<file path="config.mk">
export PLATFORM = sky130hd
export DESIGN_NAME = alu_writeback
export DESIGN_NICKNAME = d
export VERILOG_FILES = /design/src/rtl/alu_writeback.sv
export SDC_FILE = /design/constraint.sdc
export NUM_CORES = 1
export LEC_CHECK = 0
export BUFFER_PORTS_ARGS = -buffer_cell sky130_fd_sc_hd__buf_2
export CAP_MARGIN = 20
export CELL_PAD_IN_SITES_DETAIL_PLACEMENT = 1
export CELL_PAD_IN_SITES_GLOBAL_PLACEMENT = 1
export CORE_MARGIN = 10
export CORE_UTILIZATION = 32
export DETAILED_ROUTE_END_ITERATION = 10
export GPL_ROUTABILITY_DRIVEN = 0
export PLACE_DENSITY = 0.74
export SYNTH_ARGS = -nofsm -noshare
export SYNTH_HDL_FRONTEND = slang
export SYNTH_SLANG_ARGS = --single-unit
export TNS_END_PERCENT = 30
</file>
<file path="constraint.sdc">
create_clock -name clk -period 1.65 [get_ports clk]
set_clock_uncertainty 0.2 [all_clocks]
set_input_delay 0.33 -clock clk [delete_from_list [all_inputs] [get_ports clk]]
set_output_delay 0.33 -clock clk [all_outputs]
set_load 0.02 [all_outputs]
</file>
<file path="src/rtl/alu_writeback.sv">
// alu_writeback
//   Writeback sequencer placed directly after the ALU. It registers each
//   accepted ALU result and drives the register-file write port. Single-result
//   ops produce one write. MUL/DIV produce two writes on consecutive cycles:
//   R to the destination register, then S (product high / remainder) to
//   HI_ADDR. Results flagged with ALU_Exception are squashed and counted.
//
//   State table
//     IDLE       | no write this cycle
//     WR_SINGLE  | writing R of a single-result op to its destination
//     WR_DUAL_LO | writing R of MUL/DIV to its destination; input stalled
//     WR_DUAL_HI | writing held S of MUL/DIV to HI_ADDR
//
//   Ports
//     clk, rst              clock (rising edge), async active-high reset
//     In_Valid / In_Ready   result handshake (accept = In_Valid & In_Ready)
//     ALU_Ctrl, R, S        function code, low result, upper/remainder result
//     ALU_Exception         squash this result and count it
//     Dest_Addr             destination register of the result
//     WB_En/WB_Addr/WB_Data register-file write port (registered)
//     Exc_Pulse             one-cycle pulse per squashed result (registered)
//     Exc_Count             saturating exception count (registered)
//     Exc_Clear             synchronous clear of Exc_Count
module alu_writeback #(
  parameter int REGISTER_DATA_BIT_WIDTH = 16,
  parameter int ALU_CONTROL_WIDTH       = 4,
  parameter int REG_ADDR_WIDTH          = 4,
  parameter logic [REG_ADDR_WIDTH-1:0]    HI_ADDR = 4'hF,
  parameter logic [ALU_CONTROL_WIDTH-1:0] MUL     = 4'b0001,
  parameter logic [ALU_CONTROL_WIDTH-1:0] DIV     = 4'b0010,
  parameter int EXC_CNT_WIDTH           = 8
) (
  input  logic                               clk,
  input  logic                               rst,
  input  logic                               In_Valid,
  output logic                               In_Ready,
  input  logic [ALU_CONTROL_WIDTH-1:0]       ALU_Ctrl,
  input  logic [REGISTER_DATA_BIT_WIDTH-1:0] R,
  input  logic [REGISTER_DATA_BIT_WIDTH-1:0] S,
  input  logic                               ALU_Exception,
  input  logic [REG_ADDR_WIDTH-1:0]          Dest_Addr,
  output logic                               WB_En,
  output logic [REG_ADDR_WIDTH-1:0]          WB_Addr,
  output logic [REGISTER_DATA_BIT_WIDTH-1:0] WB_Data,
  output logic                               Exc_Pulse,
  output logic [EXC_CNT_WIDTH-1:0]           Exc_Count,
  input  logic                               Exc_Clear
);

  typedef enum logic [1:0] {
    IDLE       = 2'd0,
    WR_SINGLE  = 2'd1,
    WR_DUAL_LO = 2'd2,
    WR_DUAL_HI = 2'd3
  } state_t;

  state_t r_state;
  state_t w_next;

  logic                               w_accept;
  logic                               w_exc_acc;
  logic                               w_is_dual;
  logic                               w_cnt_sat;

  logic                               r_wb_en;
  logic [REG_ADDR_WIDTH-1:0]          r_wb_addr;
  logic [REGISTER_DATA_BIT_WIDTH-1:0] r_wb_data;
  logic [REGISTER_DATA_BIT_WIDTH-1:0] r_s_hold;
  logic                               r_exc_pulse;
  logic [EXC_CNT_WIDTH-1:0]           r_exc_count;

  assign In_Ready  = (r_state != WR_DUAL_LO);
  assign w_accept  = In_Valid & In_Ready;
  assign w_exc_acc = w_accept & ALU_Exception;
  assign w_is_dual = (ALU_Ctrl == MUL) || (ALU_Ctrl == DIV);
  assign w_cnt_sat = (r_exc_count == {EXC_CNT_WIDTH{1'b1}});

  always_comb begin
    w_next = IDLE;
    case (r_state)
      WR_DUAL_LO: w_next = WR_DUAL_HI;
      default: begin
        if (w_accept) begin
          if (ALU_Exception) w_next = IDLE;
          else if (w_is_dual) w_next = WR_DUAL_LO;
          else w_next = WR_SINGLE;
        end
      end
    endcase
  end

  always_ff @(posedge clk or posedge rst) begin
    if (rst) r_state <= IDLE;
    else     r_state <= w_next;
  end

  // Write port is registered alongside the state: the value loaded here is
  // what the state entered at this edge writes.
  always_ff @(posedge clk or posedge rst) begin
    if (rst) begin
      r_wb_en   <= 1'b0;
      r_wb_addr <= '0;
      r_wb_data <= '0;
      r_s_hold  <= '0;
    end else begin
      r_wb_en <= (w_next != IDLE);
      if (r_state == WR_DUAL_LO) begin
        r_wb_addr <= HI_ADDR;
        r_wb_data <= r_s_hold;
      end else if (w_accept && !ALU_Exception) begin
        r_wb_addr <= Dest_Addr;
        r_wb_data <= R;
        r_s_hold  <= S;
      end
    end
  end

  // Clear wins over the old value but still counts a coincident exception.
  always_ff @(posedge clk or posedge rst) begin
    if (rst) begin
      r_exc_pulse <= 1'b0;
      r_exc_count <= '0;
    end else begin
      r_exc_pulse <= w_exc_acc;
      if (Exc_Clear)
        r_exc_count <= w_exc_acc ? EXC_CNT_WIDTH'(1) : '0;
      else if (w_exc_acc && !w_cnt_sat)
        r_exc_count <= r_exc_count + 1'b1;
    end
  end

  assign WB_En     = r_wb_en;
  assign WB_Addr   = r_wb_addr;
  assign WB_Data   = r_wb_data;
  assign Exc_Pulse = r_exc_pulse;
  assign Exc_Count = r_exc_count;

endmodule

</file>
==> summary.txt <==
Clocking
  – Num CTS Buffers: 5
  – Htree depth: 2
  – Longest Clk Path Bufs: 2
  – Clock transition at the registers of the reported paths: roughly 0.090 ns
  – CTS tree: yes
  – Num Clock Sinks: 48
  – Root Driver: clkbuf_8
  – Clock Latency Late Sink: slightly below 0.3 ns

Placement
  – Placed Instance Area: 2635 sq um
  – Placed wire-length estimate: between 4000 and 5000 um
  – Port bufs: 75
  – Setup WS pre-CTS: -0.05067 ns

Floorplanning
  – Core ar.: around 6300 sq um
  – Die ar.: slightly above 10000 sq um
  – Die Wd: just over 100 um
  – # IOs: 76
  – Rows: 29
  – Initial Utilization: 32.87%
  – Die height: 100.8 um

Yosys
  – Mapped Area: between 2000 and 2500 sq um
  – Synth warnings: 0
  – #FFs+latches synth: between 40 and 50
  – Synth top area share: between 50% and 60%
  – Mean Syn Cell Area: about 8.9 sq um
  – Mux contribution to synthesized area: less than 1%
  – Post-Synth Simple-Gate Area: 28.78%
  – Syn nets: ~280
  – Gate Count Post-Synth: about 240
  – Seq/Total Area, Yosys: between 50% and 60%
  – Post-synthesis adder-cell area fraction: less than 1%
  – Main combinational cell family by area after synthesis: simple AND/OR/NAND/NOR gates
  – Top cells by area, synth: dfrtp_1 (58%), nand2_1 (17%), a31oi_1 (4.8%), nor2_1 (3.2%), nand3_1 (2.2%)
  – Synth Area in XOR/XNOR: 0.4197%
  – Yosys top cell by area: dfrtp_1
  – Synth Area in Compound Gates: between 9 and 10%
  – Post-synth cell types: 30

Run
  – Max Cap Violations: 0

STA
  – Final hold slack: approximately 0.013 ns
  – Final-report setup violation count: 37
  – Worst slew pin tran: about 0.35 ns
  – Final Slew Violations: 0
  – RSZ-0062 raised after global routing: yes
  – Slew HR: 76.14%
  – Max Freq: approximately 570 MHz
  – Final period util: 105.6%
  – Min Clock Period, post-route: approximately 1.7 ns
  – Fin. Hold Viols: 0
  – Setup ws final: -0.09252 ns

Cells and area
  – Area Growth Syn to Fin: 41.97%
  – Layout cell share with drive strength beyond 1: between 30% and 40%
  – # diodes: 0
  – Utilization after layout: between 40% and 50%
  – Final #Nets: 374
  – Post-route cell area: 2963 sq um

Power and ir drop
  – Psw: 1.125 mW
  – Pint: 2.180 mW
  – Sequential fraction of design power: a little under half
  – Switching portion of total power: 34.04%
  – Power density cells: between 1000 and 1500 nW/um^2
  – Logic pwr share: between 30% and 40%
  – VDD IR max: roughly 0.46 mV
  – Leak: 1.518 nW
  – Clock Power Share: 22.2%

Global routing
  – GRT overflow: 0
  – Largest net degree at the start of global routing: 49
  – First-pass GRT wire length: ~11000 um
  – Total Routing Usage GR: between 10% and 20%
  – Vias in the first global route: around 2200
  – Initial antenna violation count: 0

Route
  – Final Routed Wirelength: roughly 6700 um
  – Vias per inst: between 4 and 5
  – Routed WL per cell: 16.50 um
  – Starting DRT DRC Count: between 60 and 70
  – Final antenna-violating net count: 0
  – Drt drc: 0
  – First-pass DRT Iterations: 4
  – Routed vias: 1965

Setup path
  – Critical path's slowest cell: or3_4
  – Worst Path Required: ~1.7 ns
  – Max incr delay on CP: 0.38 ns
  – Setup CP Type: reg2reg
  – Critical Path Start Type: register
  – Most used cell, CP: or3_4
  – Crit-path cells: nor2b_4, buf_6, or3_4, or3_4, a21oi_2
  – Worst EP arrival: about 1.8 ns
  – CP endpoint kind: register
  – CP max FO: 4

Min path
  – HP Class: in2reg

Outcome
  – Status: finished with violations
  – Violated checks: setup timing
## final timing paths
kind | depth (start not counted) | start | slack [ns] | endpoint
setup reg to reg | 5 | r_state[1] | -0.09 | Exc_Count[3]
setup / recovery | 5 | r_state[1] | -0.09 | Exc_Count[3]
min in group asynchronous | 4 | rst | 0.43 | WB_Addr[2]
hold / removal | 3 | S[0] | 0.01 | r_s_hold[0]
hold reg to reg | 2 | r_s_hold[8] | 0.28 | r_s_hold[8]
max in group asynchronous | 4 | rst | 0.56 | Exc_Count[0]
## power by group through the flow
stage,clock network [mW],logic [mW],registers (mW)
global route,0.811,1.13,1.58
detailed placement,0,0.935,1.57
finish,0.735,1.02,1.55
floorplan,0,0.332,1.78
global placement,0,0.910,1.57
CTS,0.761,0.996,1.55
## worst max-delay path, delay by kind of cell (launching register included)
kind / cells / cell delay, ns
AO/OA/AOI/OAI: 1 / 0.14
buffers and inverters: 1 / 0.12
flip-flops: 1 / 0.37
AND/OR/NAND/NOR: 3 / 0.86
## through the flow
stage,setup TNS [ns],cells,total power [mW]
2_1_floorplan,-0.1015,235,2.111
3_3_place_gp,0,386,2.476
3_5_place_dp,-0.09188,386,2.504
4_1_cts,-0.9009,400,3.308
5_1_grt,-4.207,406,3.525
6_report,-1.299,406,3.305
## cell type report
| cell class | instances | area (sq um) |
|---|---|---|
| timing repair buffer | 98 | 686.9 |
| tap | 77 | 96.34 |
| clock buffer | 7 | 86.33 |
| fill | 758 | 3387 |
| multi-input combinational | 171 | 860.8 |
| sequential | 48 | 1204 |
| inverter | 4 | 21.27 |
| clock inverter | 1 | 7.507 |
## cell usage after synthesis
library cell and number:
a21o_1 1, a21oi_1 6, a31oi_1 16, buf_1 2, buf_2 4, clkbuf_1 6, dfrtp_1 48, ha_1 1
inv_1 3, inv_2 1, mux2i_1 1, nand2_1 93, nand2_2 1, nand3_1 9, nand3_2 1, nand3b_1 2
nand4_1 1, nor2_1 18, nor2b_1 1, nor2b_4 1, nor3_1 1, nor3b_4 1, nor4_1 1, o21ai_0 4
o31ai_1 3, o41ai_1 1, or3_1 4, or3_4 1, or4_1 2, xnor2_1 1
## metal layers
metal	track usage, %	part of all wire [%]	vias up
met5	0	0	-
met1	15.05	42	956
met2	21.62	51	44
li1	-	-	963
met4	3.261	0.45	0
met3	4.390	5.7	2
## placed cells by master, fill, tap and decap left out, types with 3 or more instances in the layout
cell type / n
buf_12: 5
o31ai_1: 3
or3_4: 3
dfrtp_1: 46
buf_2: 73
clkbuf_8: 6
nand3_1: 9
nand2_1: 93
nor2_1: 17
a31oi_1: 16
buf_6: 5
buf_4: 11
a21oi_2: 4
o21ai_0: 4
## flip-flops by register name, indices dropped and copies added (netlist names)
name       cells
WB_En          1
Exc_Pulse      1
Exc_Count      8
r_s_hold      16
WB_Data       16
WB_Addr        4
r_state        2
## kinds of logic (layout without fill, tap and decap cells)
| group | count (synthesis) | count (layout) |
|---|---|---|
| simple gates | 137 | 137 |
| flops | 48 | 48 |
| compound gates | 31 | 31 |
| buf+inv | 16 | 110 |
| fa+ha+maj | 1 | 1 |
| xor+xnor | 1 | 1 |
| mux | 1 | 1 |
## repair_timing
action,in CTS,in global routing
pin swaps,17,6
gates resized for setup,10,13
setup endpoints to repair,3,31
endpoints found under the hold margin,48,0
gates cloned,1,1
hold buffers,1,0
buffers inserted,4,5
Power figures use the tool's default switching activity.
